**src/rtl/mole_spawner_if.sv**
```systemverilog
// Signal bundle between mole_spawner and its surroundings (board plus round control).
// The slave view is the spawner's side; the master view drives start and the board inputs.
interface mole_spawner_if;
    logic       start_i;
    logic [4:0] board_state_i;
    logic       score_trigger_i;
    logic       load_o;
    logic [4:0] loadval_o;
    logic       busy_o;
    logic       round_done_o;
    logic [7:0] spawn_count_o;

    modport slave (
        input  start_i, board_state_i, score_trigger_i,
        output load_o, loadval_o, busy_o, round_done_o, spawn_count_o
    );

    modport master (
        output start_i, board_state_i, score_trigger_i,
        input  load_o, loadval_o, busy_o, round_done_o, spawn_count_o
    );
endinterface

```
**src/rtl/mole_spawner.sv**
```systemverilog
// Whack-a-mole spawner: paces spawns with a prescaled interval timer and picks a free hole from an LFSR.
// Define MOLE_SPEEDUP_EN to let hits shorten the spawn period; otherwise it stays at PERIOD_INIT.
module mole_spawner #(
    parameter int unsigned TICK_DIV     = 100000,
    parameter int unsigned PERIOD_INIT  = 1000,
    parameter int unsigned PERIOD_MIN   = 250,
    parameter int unsigned PERIOD_STEP  = 50,
    parameter int unsigned ROUND_SPAWNS = 30
) (
    input  logic           clk,
    input  logic           rst,
    mole_spawner_if.slave  bus
);

`ifdef MOLE_SPEEDUP_EN
    localparam bit SpeedupEn = 1'b1;
`else
    localparam bit SpeedupEn = 1'b0;
`endif

    localparam int PW = (TICK_DIV > 1) ? $clog2(TICK_DIV) : 1;

    if (TICK_DIV < 1) begin : g_badTickDiv
        $error("mole_spawner: TICK_DIV must be at least 1");
    end
    if (PERIOD_MIN < 1 || PERIOD_MIN > PERIOD_INIT || PERIOD_INIT > 65535) begin : g_badPeriod
        $error("mole_spawner: need 1 <= PERIOD_MIN <= PERIOD_INIT <= 65535");
    end
    if (ROUND_SPAWNS < 1 || ROUND_SPAWNS > 255) begin : g_badRound
        $error("mole_spawner: ROUND_SPAWNS must be 1..255");
    end

    typedef enum logic [1:0] {
        IDLE  = 2'd0,
        WAIT  = 2'd1,
        SPAWN = 2'd2,
        DONE  = 2'd3
    } state_e;

    state_e        state_q, state_d;
    logic [PW-1:0] prescale_q, prescale_d;
    logic [15:0]   interval_q, interval_d;
    logic [15:0]   period_q, period_d;
    logic [7:0]    spawnCount_q, spawnCount_d;
    logic [15:0]   lfsr_q, lfsr_d;
    logic          scorePrev_q;

    logic          tick;
    logic          intervalReached;
    logic          lastSpawn;
    logic          hitEdge;
    logic          boardFull;
    logic [2:0]    baseIdx;
    logic [2:0]    freeIdx;
    logic          freeFound;
    logic [3:0]    cand;

    assign tick            = (state_q == WAIT) && (prescale_q == PW'(TICK_DIV - 1));
    assign intervalReached = ({1'b0, interval_q} + 17'd1) >= {1'b0, period_q};
    assign lastSpawn       = ({1'b0, spawnCount_q} + 9'd1) >= 9'(ROUND_SPAWNS);
    assign hitEdge         = bus.score_trigger_i & ~scorePrev_q;
    assign boardFull       = &bus.board_state_i;

    // Galois step with taps 16,14,13,11; free-running in every state.
    assign lfsr_d = {1'b0, lfsr_q[15:1]} ^ ({16{lfsr_q[0]}} & 16'hB400);

    // Fold the LFSR's low bits onto 0..4, then walk upward with wrap to the first empty hole.
    always_comb begin
        baseIdx   = (lfsr_q[2:0] >= 3'd5) ? (lfsr_q[2:0] - 3'd5) : lfsr_q[2:0];
        freeIdx   = baseIdx;
        freeFound = 1'b0;
        cand      = 4'd0;
        for (int k = 0; k < 5; k++) begin
            cand = {1'b0, baseIdx} + 4'(k);
            if (cand >= 4'd5) begin
                cand = cand - 4'd5;
            end
            if (!freeFound && !bus.board_state_i[cand[2:0]]) begin
                freeFound = 1'b1;
                freeIdx   = cand[2:0];
            end
        end
    end

    always_comb begin
        state_d      = state_q;
        prescale_d   = prescale_q;
        interval_d   = interval_q;
        period_d     = period_q;
        spawnCount_d = spawnCount_q;

        case (state_q)
            IDLE: begin
                if (bus.start_i) begin
                    state_d      = WAIT;
                    prescale_d   = '0;
                    interval_d   = '0;
                    spawnCount_d = '0;
                    period_d     = 16'(PERIOD_INIT);
                end
            end
            WAIT: begin
                if (tick) begin
                    prescale_d = '0;
                    interval_d = interval_q + 16'd1;
                    if (intervalReached) begin
                        state_d = SPAWN;
                    end
                end else begin
                    prescale_d = prescale_q + 1'b1;
                end
            end
            SPAWN: begin
                prescale_d   = '0;
                interval_d   = '0;
                spawnCount_d = spawnCount_q + 8'd1;
                state_d      = lastSpawn ? DONE : WAIT;
            end
            DONE: begin
                state_d = IDLE;
            end
            default: begin
                state_d = IDLE;
            end
        endcase

        // Saturating decrement, compared in 32 bits so period - step cannot wrap.
        if (SpeedupEn && hitEdge && (state_q != IDLE)) begin
            if ({16'b0, period_q} < (PERIOD_MIN + PERIOD_STEP)) begin
                period_d = 16'(PERIOD_MIN);
            end else begin
                period_d = period_q - 16'(PERIOD_STEP);
            end
        end
    end

    always_ff @(posedge clk or posedge rst) begin
        if (rst) begin
            state_q      <= IDLE;
            prescale_q   <= '0;
            interval_q   <= '0;
            period_q     <= 16'(PERIOD_INIT);
            spawnCount_q <= '0;
            lfsr_q       <= 16'hACE1;
            scorePrev_q  <= 1'b0;
        end else begin
            state_q      <= state_d;
            prescale_q   <= prescale_d;
            interval_q   <= interval_d;
            period_q     <= period_d;
            spawnCount_q <= spawnCount_d;
            lfsr_q       <= lfsr_d;
            scorePrev_q  <= bus.score_trigger_i;
        end
    end

    // A full board still counts as a spawn, it just never strobes load.
    assign bus.load_o        = (state_q == SPAWN) && !boardFull;
    assign bus.loadval_o     = bus.load_o ? (bus.board_state_i | (5'b00001 << freeIdx)) : 5'b00000;
    assign bus.busy_o        = (state_q != IDLE);
    assign bus.round_done_o  = (state_q == DONE);
    assign bus.spawn_count_o = spawnCount_q;

endmodule

```
**src/flat_wrapper.sv**
```systemverilog
// flat-port wrapper written by rule: the top's interface ports become plain ports
module mole_spawner_flat 
#(
    parameter int unsigned TICK_DIV     = 100000,
    parameter int unsigned PERIOD_INIT  = 1000,
    parameter int unsigned PERIOD_MIN   = 250,
    parameter int unsigned PERIOD_STEP  = 50,
    parameter int unsigned ROUND_SPAWNS = 30
)
  (clk, rst, bus_start_i, bus_board_state_i, bus_score_trigger_i, bus_load_o, bus_loadval_o, bus_busy_o, bus_round_done_o, bus_spawn_count_o);
  mole_spawner_if bus_i ();
  input  logic clk;
  input  logic rst;
  input wire logic [$bits(bus_i.start_i)-1:0] bus_start_i;
  input wire logic [$bits(bus_i.board_state_i)-1:0] bus_board_state_i;
  input wire logic [$bits(bus_i.score_trigger_i)-1:0] bus_score_trigger_i;
  output wire logic [$bits(bus_i.load_o)-1:0] bus_load_o;
  output wire logic [$bits(bus_i.loadval_o)-1:0] bus_loadval_o;
  output wire logic [$bits(bus_i.busy_o)-1:0] bus_busy_o;
  output wire logic [$bits(bus_i.round_done_o)-1:0] bus_round_done_o;
  output wire logic [$bits(bus_i.spawn_count_o)-1:0] bus_spawn_count_o;
  assign bus_i.start_i = bus_start_i;
  assign bus_i.board_state_i = bus_board_state_i;
  assign bus_i.score_trigger_i = bus_score_trigger_i;
  assign bus_load_o = bus_i.load_o;
  assign bus_loadval_o = bus_i.loadval_o;
  assign bus_busy_o = bus_i.busy_o;
  assign bus_round_done_o = bus_i.round_done_o;
  assign bus_spawn_count_o = bus_i.spawn_count_o;
  mole_spawner #(.TICK_DIV(TICK_DIV), .PERIOD_INIT(PERIOD_INIT), .PERIOD_MIN(PERIOD_MIN), .PERIOD_STEP(PERIOD_STEP), .ROUND_SPAWNS(ROUND_SPAWNS)) u_core (.clk(clk), .rst(rst), .bus(bus_i));
endmodule
```
**config.mk**
```make
export PLATFORM = sky130hd
export DESIGN_NAME = mole_spawner_flat
export DESIGN_NICKNAME = d
export VERILOG_FILES = /design/src/rtl/mole_spawner_if.sv /design/src/rtl/mole_spawner.sv /design/src/flat_wrapper.sv
export SDC_FILE = /design/constraint.sdc
export NUM_CORES = 1
export LEC_CHECK = 0
export ABC_AREA = 1
export BUFFER_PORTS_ARGS = -buffer_cell sky130_fd_sc_hd__buf_2
export CORE_ASPECT_RATIO = 0.9
export CORE_MARGIN = 3
export CORE_UTILIZATION = 55
export DETAILED_ROUTE_END_ITERATION = 12
export PLACE_DENSITY = 0.73
export SKIP_LAST_GASP = 1
export SLEW_MARGIN = 20
export SYNTH_ARGS = -nofsm -noshare
export SYNTH_HDL_FRONTEND = slang
export SYNTH_SLANG_ARGS = --single-unit
```
**constraint.sdc**
```tcl
create_clock -name clk -period 6 [get_ports clk]
set_input_delay 1.8 -clock clk [delete_from_list [all_inputs] [get_ports clk]]
set_output_delay 1.8 -clock clk [all_outputs]
set_load 0.05 [all_outputs]
```
==> results of run 1 <==
-- per-stage QoR --
step	instance area (um2)	total power, mW	util (%)	hold WS, ps	worst slack [ps]
2_1_floorplan	4182	0.7061	-	331.2	150.2
3_3_place_gp	4405	0.7581	61.01	337.1	253.3
3_5_place_dp	4405	0.7695	61.01	337.0	134.4
4_1_cts	4617	1.094	63.94	356.2	46.27
5_1_grt	4758	1.157	65.90	361.0	-26.18
6_report	4758	1.088	65.90	352.4	219.8
-- cell usage after synthesis (2+ instances only) --
cell	count	share of area, %
sky130_fd_sc_hd__o21ai_2	3	0.63
sky130_fd_sc_hd__nor2_2	3	0.45
sky130_fd_sc_hd__nand3_2	5	1.2
sky130_fd_sc_hd__inv_2	9	0.81
sky130_fd_sc_hd__xnor2_1	2	0.42
sky130_fd_sc_hd__o21ai_0	33	3.9
sky130_fd_sc_hd__nand2_2	14	2.1
sky130_fd_sc_hd__nor2_1	46	4.1
sky130_fd_sc_hd__nand2_1	111	10
sky130_fd_sc_hd__a31oi_1	3	0.45
sky130_fd_sc_hd__nor4_1	5	0.75
sky130_fd_sc_hd__ha_1	16	4.8
sky130_fd_sc_hd__nand3_1	41	4.9
sky130_fd_sc_hd__nand2_4	7	1.9
sky130_fd_sc_hd__xor2_1	21	4.4
sky130_fd_sc_hd__nor3b_1	3	0.54
sky130_fd_sc_hd__inv_1	67	6.0
sky130_fd_sc_hd__o32ai_1	2	0.42
sky130_fd_sc_hd__o31ai_1	2	0.36
sky130_fd_sc_hd__o211ai_1	2	0.36
sky130_fd_sc_hd__nand4_1	13	1.9
sky130_fd_sc_hd__nand3_4	3	1.3
sky130_fd_sc_hd__o22ai_1	11	1.6
sky130_fd_sc_hd__clkinv_1	2	0.18
sky130_fd_sc_hd__a21oi_1	13	1.6
sky130_fd_sc_hd__inv_4	3	0.45
sky130_fd_sc_hd__nor3_1	13	1.6
sky130_fd_sc_hd__dfstp_2	8	5.0
sky130_fd_sc_hd__nor2_8	2	0.96
sky130_fd_sc_hd__nand3b_1	2	0.36
sky130_fd_sc_hd__o21ai_1	4	0.48
sky130_fd_sc_hd__dfrtp_1	51	31
sky130_fd_sc_hd__clkbuf_1	3	0.27
-- kinds of logic after synthesis --
family,count (synthesis)
xor+xnor,24
fa+ha+maj,17
simple gates,275
buf+inv,85
flops,59
compound gates,80
-- sequential cells by signal, indices dropped and copies added, names as in the netlist --
name                      count
u_core.prescale_q            17
u_core.lfsr_q                16
u_core.state_q                2
u_core.bus.spawn_count_o      8
u_core.interval_q            16
-- cell usage in the layout (no fill, tap or decap), types with 7 or more instances in the layout --
cell                       instances
sky130_fd_sc_hd__clkbuf_8         11
sky130_fd_sc_hd__ha_1             14
sky130_fd_sc_hd__nand2_4           8
sky130_fd_sc_hd__nor3_1           13
sky130_fd_sc_hd__dfrtp_1          51
sky130_fd_sc_hd__dfstp_2           8
sky130_fd_sc_hd__o21ai_0          31
sky130_fd_sc_hd__nand4_1          13
sky130_fd_sc_hd__nand2_2          18
sky130_fd_sc_hd__inv_1            65
sky130_fd_sc_hd__a21oi_1           7
sky130_fd_sc_hd__inv_2            10
sky130_fd_sc_hd__nor2_1           44
sky130_fd_sc_hd__o22ai_1          11
sky130_fd_sc_hd__buf_4             8
sky130_fd_sc_hd__nand2_1         106
sky130_fd_sc_hd__nand3_1          40
sky130_fd_sc_hd__buf_2            18
sky130_fd_sc_hd__xor2_1           21
-- final timing paths --
check                                                     to  slack [ps]  cells past startpoint
setup / recovery                            bus_loadval_o[3]         220                     24
hold / removal                    u_core.lfsr_q[5]$_DFF_PP1_         350                      0
setup reg to reg           u_core.prescale_q[13]$_DFFE_PP0P_        3330                     11
hold reg to reg                   u_core.lfsr_q[5]$_DFF_PP1_         350                      0
max in group asynchronous      u_core.state_q[0]$_DFFE_PP0P_        3850                      3
min in group asynchronous   u_core.interval_q[9]$_DFFE_PP0P_        1670                      3
-- critical path, cell delays in order (launching register included) --
cell and delay (ps):
sky130_fd_sc_hd__dfstp_2 580, sky130_fd_sc_hd__ha_1 160, sky130_fd_sc_hd__nor2_1 60, sky130_fd_sc_hd__nand2_4 130, sky130_fd_sc_hd__nand2_1 110, sky130_fd_sc_hd__o21ai_4 110
sky130_fd_sc_hd__ha_2 200, sky130_fd_sc_hd__inv_1 60, sky130_fd_sc_hd__fa_2 390, sky130_fd_sc_hd__a21oi_4 200, sky130_fd_sc_hd__inv_1 70, sky130_fd_sc_hd__nand2_2 90
sky130_fd_sc_hd__nand2_4 80, sky130_fd_sc_hd__nand2_1 70, sky130_fd_sc_hd__o21ai_1 60, sky130_fd_sc_hd__nand2_1 70, sky130_fd_sc_hd__nand3_2 100, sky130_fd_sc_hd__nand2_4 150
sky130_fd_sc_hd__nand3_4 110, sky130_fd_sc_hd__nor2_8 150, sky130_fd_sc_hd__nor2_1 80, sky130_fd_sc_hd__a21oi_2 170, sky130_fd_sc_hd__nand3_2 100, sky130_fd_sc_hd__a21oi_2 170
sky130_fd_sc_hd__buf_6 180
-- report_power, final --
part           leakage [nW]  total (mW)  internal, mW  switching [mW]
Combinational          1.46       0.266        0.0893           0.177
Sequential            0.773       0.501         0.452          0.0496
Clock                0.0884       0.320         0.171           0.150
Total                  2.32        1.09         0.712           0.376
-- cell type report --
class	instances	area [um2]	share of cell area (%)
clock buffers	12	155.1	3.261
clock inverters	4	25.02	0.5259
inverters	81	314.1	6.600
multi-input cells	396	2455	51.59
flip-flops and latches	59	1486	31.24
well taps	93	116.4	2.445
repair buffers	31	206.4	4.339
-- metal layers --
| layer | GRT usage (%) | vias up | routed length [um] |
|---|---|---|---|
| met5 | 0 | - | 0 |
| met4 | 6.541 | 0 | 101 |
| met3 | 4.413 | 11 | 480 |
| met2 | 33.00 | 87 | 4208 |
| met1 | 30.30 | 1689 | 4406 |
| li1 | - | 1855 | - |
-- repair_timing --
item,4_1_cts,5_1_grt
hold buffers,0,0
resized for setup,7,30
setup buffers,2,4
pin swaps,0,11
setup endpoints to repair,5,5
==> flow_metrics.tcl, run 1 <==
set metrics [dict create \
    outcome "completed" \
    grt_max_degree 60 \
    worst_hold_path_type "reg -> reg" \
    final_worst_path_period_need_ps 5780 \
    floorplan.initialDensity_pct 57.91 \
    max_ir_drop_vdd_mv 0.2110 \
    cts_htree_levels 3 \
    synth_area_um2 4182 \
    layout-area-overhead-vs-synth_pct 13.79 \
    io_buffer_count 23 \
    worstSetupEndpointType "output pin" \
    finalNonFillerCells 676 \
    slew_viol_final 0 \
    synth.area.mux_share_pct 0 \
    grt_pass1_wl_um 15100 \
    postSynth.topFlopCell "sky130_fd_sc_hd__dfrtp_1" \
    postSynthRegisterBits 59 \
    drtIter0Drc 183 \
    place.gp.congestion 0.9345 \
    finalClockSkew_ps 8.215 \
    grt_antenna_before_repair 0 \
    setup-violations-final 0 \
    syn-instance-count 540 \
    post_synth.cell_area_avg_um2 7.744 \
    timing.max_slew.rel_slack_pct 24.96 \
    max_clock_freq_ghz 0.1730 \
    design.final.nets 604 \
    placementRows 29 \
    dieArea_um2 8687 \
    die_width_um 97.91 \
    drt.antenna.violating_nets 0 \
    cts-root-to-sink-buffers 2 \
    critical_path.reg2reg.startpoint "u_core.state_q[0]$_DFFE_PP0P_" \
    finalWirelength_um 9196 \
    detailroute.via_count 3642 \
    dr.pass1.iters 5 \
    yosys.area_share.simple_pct 34.32 \
    fraction_of_synthesized_cell_area_in_xor_and_xnor_cells_pct 5.206 \
    hold_viol_final 0 \
    grt_overflow_total 0 \
    synth_sequential_area_ratio_pct 35.55 \
    adder_cell_share_of_the_synthesized_area_pct 5.266 \
    cap_viol_max_count 0 \
    antenna_cells 0 \
    critical_path_arrival_ps 3980 \
    compound_gate_portion_of_the_synthesized_area_pct 11.67 \
    drcViolationCount 0 \
    routed_via_density 5.388 \
    grt_util_all_layers_pct 21.32 \
    first_global_vias 3314 \
    layout_filler_cell_count 642 \
    worstSetupPathType "reg -> out" \
    clock_sink_count 59 \
    cts-buffers-inserted 9 \
    leakage_component_of_the_power_nw 2.319 \
    clkTransAtPathRegs_ps 60 \
    required_time_reported_for_the_critical_path_endpoint_ps 4200 \
    clock_tree.root_cell "sky130_fd_sc_hd__clkbuf_8" \
    start_kind "register" \
    setup_tns_ps 0 \
    critPathMaxFanout 6 \
    clkLatencyLatePin_ps 330 \
    drive_above_1_share_pct 22.98 \
    synth-async-reset-ratio_pct 100.0 \
    p_per_area_nw_per_um2 228.6 \
    cts_tree "done" \
    post_synth_num_cell_types 50 \
    coreArea_um2 7221 \
    finalCritPeriodShare_pct 96.34 \
    die_height_um 88.72 \
    post_syn_nets 566 \
    dp_hpwl_um 6742 \
    synth_edf_count 0 \
    main_combinational_cell_family_by_area_after_synthesis "simple AND/OR/NAND/NOR gates" \
    wl_per_cell_um 13.60 \
    hp-start "u_core.lfsr_q[6]$_DFF_PP1_" \
    design.portCount 25 \
    post-place-cells 654 \
    yosysWarningCount 0 \
    critPathLaunch "u_core.lfsr_q[0]$_DFF_PP1_" \
    measured_slew_at_the_worst_slew_check_pin_ps 1116 \
]
Power figures use the tool's default switching activity.
==> run 2: changes to the inputs <==
Clock period 6 ns to 5.5 ns, I/O delays scaled along.
==> run 2 against run 1 <==
  * The flow now finishes with violations (setup timing)
  * Highest routed layer unchanged
  * Count of clock-buffer cells in the layout is 2 lower
  * Flip-flop and latch count stayed put
  * Sequential power is 9.6% higher
  * Power is 22% higher
  * Critical path depth is 2 higher
  * Cell area is 4.6% higher
  * Hold slack worse by 2.6 ps
  * Routed wire length is 2.2% higher
  * Die area stayed put
==> flow_metrics.tcl, run 2 (synthesized netlist as in run 1, its figures left out) <==
set metrics [dict create \
    measured_slew_at_the_worst_slew_check_pin_ps 649.2 \
    cts_htree_levels 3 \
    worst_hold_slack_across_all_endpoints_ps 349.8 \
    setup_tns_ps -31.78 \
    fin_area_um2 4977 \
    first_global_vias 3489 \
    cts-root-to-sink-buffers 2 \
    gr-usage-met3_pct 4.649 \
    hold_viol_final 0 \
    drtIter0Drc 228 \
    design.final.nets 611 \
    place.gp.congestion 0.8857 \
    clkTransAtPathRegs_ps 70 \
    io_buffer_count 23 \
    final_worst_path_period_need_ps 5519 \
    wl_per_cell_um 13.76 \
    dr.pass1.iters 5 \
    coreArea_um2 7221 \
    final_common_cell "sky130_fd_sc_hd__nand2_1" \
    clkLatencyLatePin_ps 340 \
    finalClockSkew_ps 9.299 \
    worstSetupEndpointType "output pin" \
    grt_util_all_layers_pct 21.93 \
    max_clock_freq_ghz 0.1812 \
    drive_above_1_share_pct 27.63 \
    reg_top3 "u_core.prescale_q (17), u_core.interval_q (16), u_core.lfsr_q (16)" \
    rsz0062_at_grt "true" \
    grt_overflow_total 0 \
    leakage_component_of_the_power_nw 2.395 \
    cts_hold_repair.buffers 0 \
    grt_use_met1_pct 29.58 \
    detailroute.via_count 3742 \
    post_dp_cell_area_um2 4454 \
    violations_in_the_final_reports "setup timing" \
    drt.antenna.violating_nets 0 \
    slew_viol_final 0 \
    start_kind "register" \
    outcome "finished with violations" \
    drcViolationCount 0 \
    layout-area-overhead-vs-synth_pct 19.03 \
    antenna_cells 0 \
    critPathLaunch "u_core.lfsr_q[0]$_DFF_PP1_" \
    design.portCount 25 \
    setup-violations-final 2 \
    critical_path.endpoint "bus_loadval_o[2]" \
    required_time_reported_for_the_critical_path_endpoint_ps 3850 \
    routed_via_density 5.479 \
    worst_hold_path_type "reg -> reg" \
    finalCritPeriodShare_pct 100.4 \
    die_height_um 88.72 \
    clock_tree.root_cell "sky130_fd_sc_hd__clkbuf_8" \
    final_cell_mix "sky130_fd_sc_hd__nand2_1 (101), sky130_fd_sc_hd__inv_1 (60), sky130_fd_sc_hd__dfrtp_1 (51)" \
    critPathMaxFanout 6 \
    die_width_um 97.91 \
    crit-reg2reg-capture "u_core.prescale_q[13]$_DFFE_PP0P_" \
    max_ir_drop_vdd_mv 0.1881 \
    placementRows 29 \
    post-place-cells 658 \
    global_route_met2_utilization_pct 35.66 \
    p_per_area_nw_per_um2 267.1 \
    grt_max_degree 33 \
    cts-buffers-inserted 9 \
    dieArea_um2 8687 \
    timing.max_slew.rel_slack_pct 56.56 \
    finalNonFillerCells 683 \
    cap_viol_max_count 0 \
    finalWirelength_um 9395 \
    worstSetupPathType "reg -> out" \
    floorplan.initialDensity_pct 57.91 \
    grt.busiest_layer "met2" \
    cts_tree "done" \
    detailedPlace.worstSlack_ps 46.93 \
    clock_sink_count 59 \
    layout_filler_cell_count 577 \
    worstRegToRegCells 11 \
    grt_pass1_wl_um 15530 \
    grt_antenna_before_repair 0 \
    dp_hpwl_um 6805 \
    timing.final.ws_setup_ps -19.44 \
    finalCoreUtilization_pct 68.93 \
    critical_path.reg2reg.startpoint "u_core.state_q[0]$_DFFE_PP0P_" \
    critical_path_arrival_ps 3870 \
    max_ffs_per_register 17 \
    r2r_slack_ps 2910 \
    total_power_mw 1.329 \
    top_register "u_core.prescale_q" \
]
run 2: power breakdown:
| group | internal (mW) | leakage [nW] | total, mW | switching, mW |
|---|---|---|---|---|
| clock network | 0.314 | 0.123 | 0.488 | 0.174 |
| logic | 0.0996 | 1.50 | 0.292 | 0.193 |
| registers | 0.493 | 0.773 | 0.549 | 0.0567 |
| total | 0.906 | 2.39 | 1.33 | 0.423 |
run 2: repair_timing:
action                                 CTS  global route
buffers inserted                         2             6
pin swaps                                2            22
gates cloned                             0             1
endpoints found under the hold margin    0             0
setup endpoints to repair                5             5
gates resized for setup                 23            37
run 2: worst max-delay path, stage by stage (launching register included):
cell	delay (ps)
sky130_fd_sc_hd__dfstp_2	590
sky130_fd_sc_hd__inv_4	60
sky130_fd_sc_hd__ha_4	210
sky130_fd_sc_hd__nor2_2	80
sky130_fd_sc_hd__nand2_1	70
sky130_fd_sc_hd__o21ai_2	90
sky130_fd_sc_hd__ha_2	200
sky130_fd_sc_hd__inv_2	40
sky130_fd_sc_hd__fa_2	380
sky130_fd_sc_hd__a21oi_4	190
sky130_fd_sc_hd__inv_2	50
sky130_fd_sc_hd__nand2_2	70
sky130_fd_sc_hd__nand2_4	80
sky130_fd_sc_hd__nand2_2	60
sky130_fd_sc_hd__o21ai_1	50
sky130_fd_sc_hd__nand2_1	80
sky130_fd_sc_hd__nand3_2	90
sky130_fd_sc_hd__nand2_4	140
sky130_fd_sc_hd__inv_4	50
sky130_fd_sc_hd__nand4_1	110
sky130_fd_sc_hd__nand2_2	60
sky130_fd_sc_hd__inv_1	50
sky130_fd_sc_hd__nand2_1	80
sky130_fd_sc_hd__a21oi_2	200
sky130_fd_sc_hd__nand3_2	100
sky130_fd_sc_hd__a21oi_2	170
sky130_fd_sc_hd__buf_6	180
run 2: how the worst min path moves through the flow:
stage / from / to / slack, ps / cells after the start
after floorplan: u_core.lfsr_q[3]$_DFF_PP0_ / u_core.lfsr_q[2]$_DFF_PP0_ / 330 / 0
after global placement: u_core.lfsr_q[3]$_DFF_PP0_ / u_core.lfsr_q[2]$_DFF_PP0_ / 330 / 0
after detailed placement: u_core.lfsr_q[9]$_DFF_PP0_ / u_core.lfsr_q[8]$_DFF_PP0_ / 340 / 0
after CTS: u_core.lfsr_q[9]$_DFF_PP0_ / u_core.lfsr_q[8]$_DFF_PP0_ / 350 / 0
after global routing: u_core.lfsr_q[7]$_DFF_PP1_ / u_core.lfsr_q[6]$_DFF_PP1_ / 360 / 0
final: u_core.lfsr_q[9]$_DFF_PP0_ / u_core.lfsr_q[8]$_DFF_PP0_ / 350 / 0
run 2: per-layer routing:
layer  share of wire [%]  up-vias  wire length, um
li1                    -     1869                -
met3                 4.0       13              372
met5                   0        -                0
met1                  46     1780             4349
met4                 1.1        0              103
met2                  49       80             4570
run 2: layout make-up:
cell class / instances / area (um2) / area share [%]
Inverter: 81 / 316.6 / 6.360
Sequential cell: 59 / 1486 / 29.86
Tap cell: 93 / 116.4 / 2.338
Timing Repair Buffer: 37 / 255.2 / 5.128
Clock buffer: 10 / 137.6 / 2.765
Clock inverter: 6 / 111.4 / 2.237
Multi-Input combinational cell: 397 / 2554 / 51.31
